## config.mk

```make
export PLATFORM = sky130hd
export DESIGN_NAME = sr_pulse_driver
export DESIGN_NICKNAME = d
export VERILOG_FILES = /design/src/rtl/sr_pulse_driver.sv
export SDC_FILE = /design/constraint.sdc
export NUM_CORES = 1
export LEC_CHECK = 0
export CORE_MARGIN = 2
export CORE_UTILIZATION = 55
export CTS_BUF_LIST = sky130_fd_sc_hd__clkbuf_8
export CTS_CLUSTER_DIAMETER = 50
export DETAILED_ROUTE_END_ITERATION = 8
export PLACE_DENSITY = 0.73
export SLEW_MARGIN = 5
export SYNTH_ARGS = -nofsm -noshare
export SYNTH_HDL_FRONTEND = slang
export SYNTH_SLANG_ARGS = --single-unit
```

## constraint.sdc

```tcl
create_clock -name clk -period 4.1 [get_ports clk]
set_input_delay 0.82 -clock clk [delete_from_list [all_inputs] [get_ports clk]]
set_output_delay 0.82 -clock clk [all_outputs]
set_load 0.005 [all_outputs]
```

## src/rtl/sr_pulse_driver.sv

```systemverilog
// Debounced set/reset front end for a NOR SR latch: two-flop synchronisers,
// per-channel debounce, and registered s/r strobes that are never high together.
// Optional macro SR_HOLD_EN switches s/r from one-cycle strobes to held levels.
module sr_pulse_driver #(
   parameter int DB_CYCLES = 1000000,
   parameter int CNT_W     = 20
) (
   input  logic clk,
   input  logic rst_n,
   input  logic btn_set,
   input  logic btn_reset,
   output logic s,
   output logic r,
   output logic set_level,
   output logic reset_level
);

   localparam logic [CNT_W-1:0] CNT_MAX = CNT_W'(DB_CYCLES - 1);
   localparam logic [CNT_W-1:0] CNT_ZERO = '0;
   localparam logic [CNT_W-1:0] CNT_ONE  = CNT_W'(1);

   logic             set_s1_q, set_s2_q, reset_s1_q, reset_s2_q;
   logic [CNT_W-1:0] set_cnt_q, set_cnt_d, reset_cnt_q, reset_cnt_d;
   logic             set_stable_q, set_stable_d, reset_stable_q, reset_stable_d;
   logic             s_q, s_d, r_q, r_d;
`ifndef SR_HOLD_EN
   logic             set_stable_dly_q, reset_stable_dly_q;
   logic             set_rise, reset_rise;
`endif

   // Two-flop synchronisers for the raw button inputs.
   always_ff @(posedge clk or negedge rst_n) begin
      if (!rst_n) begin
         set_s1_q   <= 1'b0;
         set_s2_q   <= 1'b0;
         reset_s1_q <= 1'b0;
         reset_s2_q <= 1'b0;
      end else begin
         set_s1_q   <= btn_set;
         set_s2_q   <= set_s1_q;
         reset_s1_q <= btn_reset;
         reset_s2_q <= reset_s1_q;
      end
   end

   // Set-channel debounce: a new level must persist DB_CYCLES samples.
   always_comb begin
      set_cnt_d    = set_cnt_q;
      set_stable_d = set_stable_q;
      if (set_s2_q == set_stable_q) begin
         set_cnt_d = CNT_ZERO;
      end else if (set_cnt_q == CNT_MAX) begin
         set_stable_d = set_s2_q;
         set_cnt_d    = CNT_ZERO;
      end else begin
         set_cnt_d = set_cnt_q + CNT_ONE;
      end
   end

   // Reset-channel debounce, same rule as the set channel.
   always_comb begin
      reset_cnt_d    = reset_cnt_q;
      reset_stable_d = reset_stable_q;
      if (reset_s2_q == reset_stable_q) begin
         reset_cnt_d = CNT_ZERO;
      end else if (reset_cnt_q == CNT_MAX) begin
         reset_stable_d = reset_s2_q;
         reset_cnt_d    = CNT_ZERO;
      end else begin
         reset_cnt_d = reset_cnt_q + CNT_ONE;
      end
   end

   // Debounce counters and accepted levels.
   always_ff @(posedge clk or negedge rst_n) begin
      if (!rst_n) begin
         set_cnt_q      <= CNT_ZERO;
         reset_cnt_q    <= CNT_ZERO;
         set_stable_q   <= 1'b0;
         reset_stable_q <= 1'b0;
      end else begin
         set_cnt_q      <= set_cnt_d;
         reset_cnt_q    <= reset_cnt_d;
         set_stable_q   <= set_stable_d;
         reset_stable_q <= reset_stable_d;
      end
   end

`ifndef SR_HOLD_EN
   // Delayed copies of the accepted levels for rising-edge detection.
   always_ff @(posedge clk or negedge rst_n) begin
      if (!rst_n) begin
         set_stable_dly_q   <= 1'b0;
         reset_stable_dly_q <= 1'b0;
      end else begin
         set_stable_dly_q   <= set_stable_q;
         reset_stable_dly_q <= reset_stable_q;
      end
   end

   assign set_rise   = set_stable_q & ~set_stable_dly_q;
   assign reset_rise = reset_stable_q & ~reset_stable_dly_q;

   // Strobe mode: reset wins, and a set edge while reset is held is dropped.
   always_comb begin
      r_d = reset_rise;
      s_d = set_rise & ~reset_rise & ~reset_stable_q;
   end
`else
   // Level mode: outputs follow the debounced levels, reset has priority.
   always_comb begin
      r_d = reset_stable_q;
      s_d = set_stable_q & ~reset_stable_q;
   end
`endif

   // Output register feeding the latch.
   always_ff @(posedge clk or negedge rst_n) begin
      if (!rst_n) begin
         s_q <= 1'b0;
         r_q <= 1'b0;
      end else begin
         s_q <= s_d;
         r_q <= r_d;
      end
   end

   assign s           = s_q;
   assign r           = r_q;
   assign set_level   = set_stable_q;
   assign reset_level = reset_stable_q;

endmodule

```

Word level (Yosys, flattened, before mapping) --
Cells that the tools add are included. Widths: inputs -> output; s select.
Storage, ports and cells: bits in registers 50, bits of input ports 4
Operators by class: add/sub/neg operators 2, eq/ne operators 4, mux-type cells 4, bitwise operators 10, reductions and logical operators 2
Operators by type and width (number):
- $mux 20 | 4
- $add 20x1->20 const B | 2
- $eq 20x20->1 const B | 2
- $not 1->1 | 6
- $and 1x1->1 | 4
- $reduce_and 2->1 | 2
- $eq 1x1->1 | 2

Logic depth before layout (Yosys ltp) --
Gate-level depths: netlist of run 1.
depth after elaboration 5, mapped depth 7

Worst setup path before layout of run 1 --
OpenSTA, ideal clock, no wires.
path type reg-to-reg, start point register reset_cnt_q[12], end point register reset_stable_q, in the netlist reset_level, arrival time 1.953 ns, required time 3.975 ns, path slack 2.022 ns, cell stages (with the launch flop) 5, period minus slack after synthesis 2.078 ns, path through dfrtp_1 > or4_1 > or4_4 > nor2_1 > mux2_2
On the way: word-level cells in the longest chain between the ends 2
RTL lines:
- start, declared | RTL line 23 | logic [CNT_W-1:0] set_cnt_q, set_cnt_d, reset_cnt_q, reset_cnt_d;
- start signal, assigned | RTL line 83 | reset_cnt_q <= reset_cnt_d;
- $eq 20x20->1 | RTL line 66 | end else if (reset_cnt_q == CNT_MAX) begin
- $reduce_and 2->1 (no source line)
- end signal, assigned | RTL line 85 | reset_stable_q <= reset_stable_d;
- end, declared | RTL line 24 | logic set_stable_q, set_stable_d, reset_stable_q, reset_stable_d;
No other way between the ends. A chain may end at the register's enable or synchronous reset.

Worst setup path in the final report of run 1 --
start point register reset_cnt_q[0], end point register reset_stable_q, in the netlist reset_level
The elaborated chain is that of the path after synthesis.

==> summary.md, run 1 <==
| Metric | Value |
|---|---|
| Largest net degree at the start of global routing | 35 |
| DP Worst Slack | around 1900 ps |
| Antenna Cells | 0 |
| Slowest stage delay, CP | 640 ps |
| Asr flop ratio synth | 1.000 |
| Clk_lat worst skew | roughly 290 ps |
| Total gr overflow | 0 |
| Tcrit/Tclk final | 0.5312 |
| Most numerous cell in the Yosys netlist | dfrtp_1 |
| Residual DRC | 0 |
| WHS | ~350 ps |
| Sink Count | 50 |
| Placer Congestion | roughly 0.85 |
| Antenna violations before repair | 0 |
| Worst R2R Setup Slack | 1920 ps |
| Worst r2r src | reset_cnt_q[0]$_DFF_PN0_ |
| Clk_skew | around 4.1 ps |
| Final Cell Area | ~2500 um^2 |
| CTS buffer count | 5 |
| Peak supply drop | 184.9 uV |
| Area growth, synth to finish | 7.739% |
| R2R Path End | reset_level$_DFFE_PN0P_ |
| Synth Warn # | 0 |
| Unrepaired setup endpoints after global routing | no |
| Hold crit path type | reg2reg |
| CTS Hold Buffers Added | 0 |
| Average instance area after synthesis | between 10 and 15 um^2 |
| Syn Std Cell Area | around 2300 um^2 |
| Post-Synthesis Cells | between 200 and 250 |
| Critical path data required time | ~4300 ps |
| Min cycle time layout | roughly 2200 ps |
| Initial core utilization | 0.5699 |
| CTS tree | built |
| # H-tree levels | 2 |
| Die area | 4676 um^2 |
| Worst endpoint data arrival time | between 2000 and 2500 ps |
| Worst slew margin | 0.6016 |
| Final setup fails | 0 |
| DRT iter0 DRCs | 97 |
| LEAKAGE | 1.013 nW |
| Top post-synthesis cells by count | dfrtp_1, nor2_1, xnor2_1, nand3_1, nand4_1 |
| CTS Buffer Depth | 2 |
| EDFF count, synth | 0 |
| Site Rows | 23 |
| Fin Setup TNS | 0 ps |
| Reg2reg path depth | 5 |
| Top cells by area in the synthesized netlist | dfrtp_1, xnor2_1, nor2_1, nand4_1, xor2_1 |
| IO buf count | 7 |
| Worst path cell trace | ha_1 -> nand3_1 -> or4_4 -> nor2_1 -> mux2_2 |
| Share of cells above drive strength 1 | 0.06087 |
| Total wire length | ~3.6 mm |
| HP Start | reset_s1_q$_DFF_PN0_ |
| Max-cap violations | 0 |
| Critical Path End Type | register |
| CP Class | reg2reg |
| Worst hold stages | 0 |
| Global Route Usage Sum | 0.1874 |
| Post-DP Area | 2380 um^2 |
| Area leader, netlist | dfrtp_1 |
| Register area share after synthesis | 0.5488 |
| Crit path launch type | register |
| Clk root buf | clkbuf_8 |
| Endpoints failing hold | 0 |
| CP max FO | 8 |
| Drt pass-1 iters | 4 |
| Clock transition at path regs | 80 ps |
| Die height | between 60 and 70 um |
| # Post-CTS Setup Buffers | 0 |
| Setup ws final | just under 2000 ps |
| Vias/cell | ~5.5 |
| Worst Hold Path EP | reset_s2_q$_DFF_PN0_ |
| Pwr Density | between 300 and 400 nW/um^2 |
| Final ANT Viol Nets | 0 |
| Wire length per cell | roughly 13 um |
| Cell family contributing the most delay on the critical path | simple AND/OR/NAND/NOR gates |
| Via count | roughly 1500 |
| Synth top area share | 0.5488 |
| Post_cts resized | 0 |
| Width of the die | approximately 68 um |
| Nets | 236 |
| Count of final max-slew check failures | 0 |
| Number of global-route vias before repair | ~1500 |
| Buf+Inv Stages, Crit Path | 0 |
| IO Pins | 8 |
| Post-route core utilization | 0.6140 |
| Status | complete, no violations |
| Synth cell types | 31 |
| HPWL Detailed | about 2.5 mm |
| Primary FF master, synth | dfrtp_1 |
| Slowest CP cell | or4_4 |
| Syn nets | about 230 |
| First-pass GRT wire length | 6.430 mm |
| Fmax | 459.2 MHz |
| Yosys reg bits | 50 |
| Tightest Pin Transition | slightly below 600 ps |
| Core box area | approximately 4000 um^2 |
[metrics by stage]
stage / total power, mW / std cells
6_report: 0.7847 / 280
3_3_place_gp: 0.5423 / 273
4_1_cts: 0.8016 / 280
3_5_place_dp: 0.5430 / 273
5_1_grt: 0.8281 / 280
2_1_floorplan: 0.5286 / 221
[layer usage]
metal	track usage	part of all wire	up-vias
met4	0.06750	0.016	0
met1	0.2239	0.47	736
met3	0.04934	0.023	4
met5	0	0	-
li1	-	-	785
met2	0.3233	0.49	12
[layout make-up]
class / instances / area (um^2)
Fill cell: 334 / 1544
Sequential cell: 50 / 1251
Multi-Input combinational cell: 156 / 959.7
Timing Repair Buffer: 8 / 72.57
Clock buffer: 5 / 68.82
Tap cell: 50 / 62.56
Inverter: 9 / 33.78
Clock inverter: 2 / 7.507
[cells by family (layout without fill, tap and decap cells)]
family          after synthesis  in the layout  share of synthesized area
compound gates               22             22                    0.05982
xor+xnor                     27             27                     0.1037
fa+ha+maj                     2              2                    0.01098
buf+inv                      15             24                    0.03018
flops                        50             50                     0.5488
mux                           4              4                    0.01866
simple gates                101            101                     0.2278
[worst max path at each step]
stage                                    startpoint                 endpoint  slack [ps]  cells past startpoint
after global placement     reset_cnt_q[0]$_DFF_PN0_  reset_level$_DFFE_PN0P_        1940                      5
after global routing       reset_cnt_q[0]$_DFF_PN0_  reset_level$_DFFE_PN0P_        1790                      5
after detailed placement   reset_cnt_q[0]$_DFF_PN0_  reset_level$_DFFE_PN0P_        1930                      5
after CTS                  reset_cnt_q[0]$_DFF_PN0_  reset_level$_DFFE_PN0P_        1900                      5
after floorplan           reset_cnt_q[12]$_DFF_PN0_  reset_level$_DFFE_PN0P_        2020                      4
final                      reset_cnt_q[0]$_DFF_PN0_  reset_level$_DFFE_PN0P_        1920                      5
[placed cells by master (no fill, tap or decap), types with 3 or more instances in the layout]
| cell type | Yosys | layout |
|---|---|---|
| dfrtp_1 | 50 | 50 |
| nor2_1 | 35 | 35 |
| xnor2_1 | 20 | 20 |
| inv_1 | 9 | 11 |
| nand3_1 | 11 | 11 |
| nand4_1 | 10 | 10 |
| nand2_1 | 9 | 9 |
| a21oi_1 | 9 | 9 |
| o21ai_0 | 7 | 7 |
| xor2_1 | 7 | 7 |
| or4_1 | 6 | 6 |
| nor4_1 | 6 | 6 |
| nor3_1 | 6 | 6 |
| clkdlybuf4s50_1 | 0 | 6 |
| and3_1 | 5 | 5 |
| or3_1 | 5 | 5 |
| clkbuf_8 | 0 | 5 |
| and2_1 | 3 | 3 |
| o31ai_1 | 3 | 3 |
[state kept, by name, summed over array words and instances, names as in the netlist]
| register | flops |
|---|---|
| r | 1 |
| reset_level | 1 |
| reset_s1_q | 1 |
| reset_s2_q | 1 |
| reset_stable_dly_q | 1 |
| set_level | 1 |
| set_s2_q | 1 |
| set_s1_q | 1 |
| set_cnt_q | 20 |
| set_stable_dly_q | 1 |
| s | 1 |
| reset_cnt_q | 20 |
[report_power, final]
group	switching, mW	leakage [nW]	internal, mW
combinational	0.0191	0.282	0.00860
clock	0.140	0.0466	0.113
sequential	0.00480	0.684	0.499
total	0.164	1.01	0.621
Note: power is estimated with default switching activity, not from simulation.
==> inputs of run 2 (changes only) <==
clock period = 2.3 ns   (was 4.1 ns; I/O delays follow)
==> run 2 against run 1 <==
  * First-iteration DRC count is 6.2% lower
  * Fmax is 0.90% lower
  * Clock skew is 1.4 ps lower
  * Non-clock buffer count is 6 higher
  * Design area is 3.3% higher
  * Sequential share of layout area is 1.6 points lower
  * Clock-buffer cell count is 1 higher
  * Utilization is 2.0 points higher
  * Sequential power is 78% higher
  * Routed wire length is 4.2% higher
  * Clock power is 150% higher
  * Via count is 2.0% higher
  * Largest power group unchanged
==> summary.md, run 2 (same netlist as run 1, synthesis figures left out) <==
| Metric | Value |
|---|---|
| Buf+Inv Stages, Crit Path | 0 (unchanged) |
| Worst path cell trace | or4_1 -> or4_4 -> nor2_1 -> mux2_2 |
| Hold crit path type | in2async |
| Total gr overflow | 0 (unchanged) |
| Worst slew margin | 0.6035 (+0.001880) |
| DP Worst Slack | 113.7 ps (-1812 ps) |
| Width of the die | 68.38 um (unchanged) |
| Core box area | 4000 um^2 (unchanged) |
| Clock transition at path regs | 80 ps (about the same) |
| Unrepaired setup endpoints after global routing | no |
| Cell family contributing the most delay on the critical path | simple AND/OR/NAND/NOR gates |
| HPWL Detailed | 2.628 mm (+3.2%) |
| Area growth, synth to finish | 11.31% |
| Fin Setup TNS | 0 ps (unchanged) |
| Pwr Density | 620.6 nW/um^2 (+94%) |
| Crit path launch type | register |
| Clk root buf | clkbuf_8 |
| CTS Buffer Depth | 2 (unchanged) |
| Initial core utilization | 0.5699 (unchanged) |
| Largest net degree at the start of global routing | 20 (-43%) |
| Status | complete, no violations |
| Slowest CP cell | or4_1 |
| Total wire length | 3.752 mm (+4.2%) |
| Die height | 68.38 um (unchanged) |
| IO buf count | 7 (unchanged) |
| Largest regs | reset_cnt_q (20), set_cnt_q (20) |
| CTS buffer count | 5 (unchanged) |
| Vias/cell | 5.483 (-0.12%) |
| Residual DRC | 0 (unchanged) |
| Sink Count | 50 (unchanged) |
| Final setup fails | 0 (unchanged) |
| Post_cts resized | 0 (unchanged) |
| First-pass GRT wire length | 6.548 mm (+1.8%) |
| Worst endpoint data arrival time | 2390 ps (+30 ps) |
| Max-cap violations | 0 (unchanged) |
| Slowest stage delay, CP | 530 ps (-110 ps) |
| Antenna violations before repair | 0 (unchanged) |
| Number of global-route vias before repair | 1525 (+2.3%) |
| Power Total | 1.575 mW (+100%) |
| Setup ws final | 102.4 ps (-1820 ps) |
| CTS tree | built |
| Drt pass-1 iters | 4 (unchanged) |
| Placer Congestion | 0.9219 (+8.2%) |
| CTS Hold Buffers Added | 0 (unchanged) |
| Clk_lat worst skew | 300 ps (about the same) |
| Site Rows | 23 (unchanged) |
| Final ANT Viol Nets | 0 (unchanged) |
| Share of cells above drive strength 1 | 0.09322 (+0.03235) |
| CP max FO | 6 (-2) |
| IO Pins | 8 (unchanged) |
| # Post-CTS Setup Buffers | 0 (unchanged) |
| Global Route Usage Sum | 0.1883 (+0.0009003) |
| Via count | 1568 (+2.0%) |
| Peak supply drop | 435.7 uV (+140%) |
| CP Class | reg2reg |
| Post-DP Area | 2425 um^2 (+1.9%) |
| Most common cell after layout, fill and taps aside | dfrtp_1 |
| WHS | 69.48 ps (-284.0 ps) |
| Min cycle time layout | 2198 ps (+19.86 ps) |
| Die area | 4676 um^2 (unchanged) |
| Clk_skew | 2.714 ps (-1.431 ps) |
| Wire length per cell | 13.12 um (+2.0%) |
| Endpoints failing hold | 0 (unchanged) |
| Fmax | 455.0 MHz (-0.90%) |
| Count of final max-slew check failures | 0 (unchanged) |
| Commonest cells after routing, fill and taps aside | dfrtp_1, nor2_1, xnor2_1, nand3_1, nand4_1 |
| Tcrit/Tclk final | 0.9555 (+0.4243) |
| Antenna Cells | 0 (unchanged) |
| Critical Path End Type | register |
| Critical path data required time | 2490 ps (-1790 ps) |
| Nets | 242 (+2.5%) |
| Final Cell Area | 2537 um^2 (+3.3%) |
| LEAKAGE | 1.050 nW (+3.7%) |
| DRT iter0 DRCs | 91 (-6.2%) |
| Tightest Pin Transition | 589.3 ps (-2.794 ps) |
| # H-tree levels | 2 (unchanged) |
-- run 2: cell count changes in the layout (fill, tap and decap cells not counted) --
cell and delta:
bufinv_16 +1, buf_4 +6, inv_1 -2, clkbuf_8 +1
-- run 2: per-stage QoR --
stage | utilization | std cells
after CTS | 0.6343 | 286
after floorplan | - | 221
after global placement | 0.6062 | 279
after global routing | 0.6343 | 286
final | 0.6343 | 286
after detailed placement | 0.6062 | 279
-- run 2: worst reg2reg max path, delay by kind of cell, from the launching register on --
family           cells  cell delay, ps
flip-flops           1             440
multiplexers         1             370
AND/OR/NAND/NOR      3            1290
-- run 2: path summary, 6_finish.rpt --
check | depth (start not counted) | slack [ps] | startpoint | to
min in group clk | 0 | 350 | reset_s1_q$_DFF_PN0_ | reset_s2_q$_DFF_PN0_
max reg2reg | 4 | 100 | reset_cnt_q[12]$_DFF_PN0_ | reset_level$_DFFE_PN0P_
min | 1 | 70 | rst_n | reset_cnt_q[18]$_DFF_PN0_
max | 4 | 100 | reset_cnt_q[12]$_DFF_PN0_ | reset_level$_DFFE_PN0P_
max in group asynchronous | 2 | 1660 | rst_n | set_cnt_q[12]$_DFF_PN0_
min reg2reg | 0 | 350 | reset_s1_q$_DFF_PN0_ | reset_s2_q$_DFF_PN0_
-- run 2: cell type report --
class	instances	area [um^2]
tap	50	62.56
sequential	50	1251
fill	314	1463
timing repair buffer	14	117.6
inverter	9	33.78
clock buffer	6	82.58
clock inverter	1	30.03
multi-input combinational	156	959.7
-- run 2: power by group --
group | internal [mW] | leakage, nW | total (mW) | switching [mW]
Sequential | 0.890 | 0.684 | 0.899 | 0.00847
Combinational | 0.0185 | 0.309 | 0.0539 | 0.0354
Clock | 0.348 | 0.0573 | 0.622 | 0.274
Total | 1.26 | 1.05 | 1.57 | 0.318
-- run 2: metal layers --
| layer | track usage | wire length, um | up-vias |
|---|---|---|---|
| li1 | - | - | 790 |
| met1 | 0.2279 | 1759 | 749 |
| met2 | 0.3257 | 1822 | 24 |
| met3 | 0.05428 | 120 | 5 |
| met4 | 0.05250 | 50 | 0 |
| met5 | 0 | 0 | - |
==> inputs of run 3 (changes only) <==
CORE_UTILIZATION = 43   (was 55)
PLACE_DENSITY = unset   (was 0.73)
SLEW_MARGIN = 20   (was 5)
==> run 3 against run 2 <==
  * Highest routed layer unchanged
  * Sequential share of layout area is 0.95 points lower
  * Setup slack better by 46 ps
  * Utilization is 13 points lower
  * Largest power group unchanged
==> summary.md, run 3 (same netlist as run 1, synthesis figures left out) <==
| Metric | Value |
|---|---|
| CP max FO | 5 (-1) |
| Initial core utilization | 0.4463 (-0.1236) |
| Clock transition at path regs | 100 ps (+20 ps) |
| Die height | 76.81 um (+12%) |
| Area growth, synth to finish | 13.50% |
| Antenna violations before repair | 0 (unchanged) |
| Peak supply drop | 283.5 uV (-35%) |
| CTS tree | built |
| Final Cell Area | 2587 um^2 (+2.0%) |
| Commonest cells after routing, fill and taps aside | dfrtp_1, nor2_1, xnor2_1, nand3_1, nand4_1 |
| Crit path launch type | register |
| Clk_skew | 10.17 ps (+7.459 ps) |
| CTS Buffer Depth | 2 (unchanged) |
| GR Util met3 | 0.03647 (-0.01781) |
| Sink Count | 50 (unchanged) |
| IO buf count | 7 (unchanged) |
| Nets | 244 (+0.83%) |
| Footprint of the multi-input gates | 959.7 um^2 (unchanged) |
| First-pass GRT wire length | 7.196 mm (+9.9%) |
| Placed Instances | 301 (+7.9%) |
| Non-filler instance count after layout | 309 (+8.0%) |
| CP Class | reg2reg |
| Share of cells above drive strength 1 | 0.1046 (+0.01138) |
| Endpoints failing hold | 0 (unchanged) |
| Buf+Inv Stages, Crit Path | 0 (unchanged) |
| Vias/cell | 5.071 (-7.5%) |
| Critical Path End Type | register |
| GRT Max-Usage Layer | met2 |
| Worst path cell trace | or4_1 -> or4_4 -> nor2_1 -> mux2_2 |
| CTS Hold Buffers Added | 0 (unchanged) |
| Final ANT Viol Nets | 0 (unchanged) |
| Post_cts resized | 0 (unchanged) |
| Max-cap violations | 0 (unchanged) |
| Reg area | 1251 um^2 (unchanged) |
| Via count | 1567 (-0.064%) |
| Power Internal | 1.139 mW (-9.3%) |
| Met1 usage | 0.1997 (-0.02817) |
| Site Rows | 26 (+13%) |
| # Post-CTS Setup Buffers | 0 (unchanged) |
| Seq pwr share | 0.598 (+0.027) |
| Fmax | 464.7 MHz (+2.1%) |
| Most common cell after layout, fill and taps aside | dfrtp_1 |
| Largest regs | reset_cnt_q (20), set_cnt_q (20) |
| Met2 usage | 0.2447 (-0.08098) |
| Slowest stage delay, CP | 520 ps (about the same) |
| Switching Power | 0.3639 mW (+14%) |
| LEAKAGE | 1.065 nW (+1.4%) |
| Total wire length | 3.996 mm (+6.5%) |
| IO Pins | 8 (unchanged) |
| Global Route Usage Sum | 0.1526 (-0.03575) |
| Placer Congestion | 0.8172 (-11%) |
| CTS buffer count | 5 (unchanged) |
| Worst endpoint data arrival time | 2340 ps (-50 ps) |
| DRT iter0 DRCs | 139 (+53%) |
| Drt pass-1 iters | 4 (unchanged) |
| Power Total | 1.503 mW (-4.5%) |
| Tightest Pin Transition | 548.0 ps (-41.30 ps) |
| Final setup fails | 0 (unchanged) |
| Combinational share of power | 0.038 (+0.004) |
| Antenna Cells | 0 (unchanged) |
| Die area | 5900 um^2 (+26%) |
| Core box area | 5107 um^2 (+28%) |
| Fin Setup TNS | 0 ps (unchanged) |
| Post-DP Area | 2490 um^2 (+2.7%) |
| FILL cells | 487 (+55%) |
| Sw Ratio | 0.2421 (+0.04010) |
| HPWL Detailed | 2.701 mm (+2.8%) |
| Clk_lat worst skew | 310 ps (about the same) |
| Worst slew margin | 0.6313 (+0.02778) |
| Number of global-route vias before repair | 1570 (+3.0%) |
| Min cycle time layout | 2152 ps (-45.79 ps) |
| Width of the die | 76.81 um (+12%) |
| Hold crit path type | in2async |
| Largest net degree at the start of global routing | 38 (+90%) |
| Critical path data required time | 2490 ps (about the same) |
| Count of final max-slew check failures | 0 (unchanged) |
| Clk network pwr share | 0.364 (-0.031) |
| Wire length per cell | 12.93 um (-1.4%) |
| Unrepaired setup endpoints after global routing | no |
| Slowest CP cell | or4_1 |
| Clk root buf | clkbuf_8 |
| Residual DRC | 0 (unchanged) |
| WHS | 46.81 ps (-22.68 ps) |
| Total gr overflow | 0 (unchanged) |
| Tcrit/Tclk final | 0.9356 (-0.01991) |
| # H-tree levels | 2 (unchanged) |
| Pwr Density | 580.9 nW/um^2 (-6.4%) |
| Cell family contributing the most delay on the critical path | simple AND/OR/NAND/NOR gates |
| Status | complete, no violations |
[run 3: cell types whose count changed in the layout (fill, tap and decap cells not counted)]
cell,before,now
clkbuf_8,6,5
buf_12,0,2
inv_8,0,1
bufinv_16,1,0
clkinv_4,0,1
inv_6,0,1
[run 3: cell type report]
cell class	instances	area share
sequential	50	0.4836
timing repair buffer	16	0.06093
tap	70	0.03385
clock buffer	5	0.02660
clock inverter	3	0.01112
multi-input combinational	156	0.3709
inverter	9	0.01306
[run 3: power by group through the flow]
stage               logic [mW]  registers, mW  clock network, mW
floorplan               0.0277          0.915                  0
global placement        0.0591          0.916                  0
detailed placement      0.0608          0.916                  0
CTS                     0.0610          0.899              0.569
global route            0.0669          0.902              0.602
finish                  0.0573          0.899              0.547
[run 3: path summary, 6_finish.rpt]
check / start / to / slack (ps) / depth (start not counted)
setup reg to reg: reset_cnt_q[13]$_DFF_PN0_ / reset_level$_DFFE_PN0P_ / 150 / 4
min in group clk: reset_s1_q$_DFF_PN0_ / reset_s2_q$_DFF_PN0_ / 360 / 0
max in group asynchronous: rst_n / reset_cnt_q[5]$_DFF_PN0_ / 1750 / 2
setup / recovery: reset_cnt_q[13]$_DFF_PN0_ / reset_level$_DFFE_PN0P_ / 150 / 4
hold / removal: rst_n / reset_cnt_q[13]$_DFF_PN0_ / 50 / 1
hold reg to reg: reset_s1_q$_DFF_PN0_ / reset_s2_q$_DFF_PN0_ / 360 / 0
[run 3: metal layers]
| metal | wire, um | part of all wire |
|---|---|---|
| met2 | 1875 | 0.47 |
| met1 | 1975 | 0.49 |
| met5 | 0 | 0 |
| met4 | 53 | 0.013 |
| met3 | 91 | 0.023 |
[run 3: through the flow]
step,worst slack (ps),utilization
after floorplan,222.4,-
after global placement,195.6,0.4875
after detailed placement,157.2,0.4875
after CTS,135.1,0.5066
after global routing,77.08,0.5066
final,148.2,0.5066
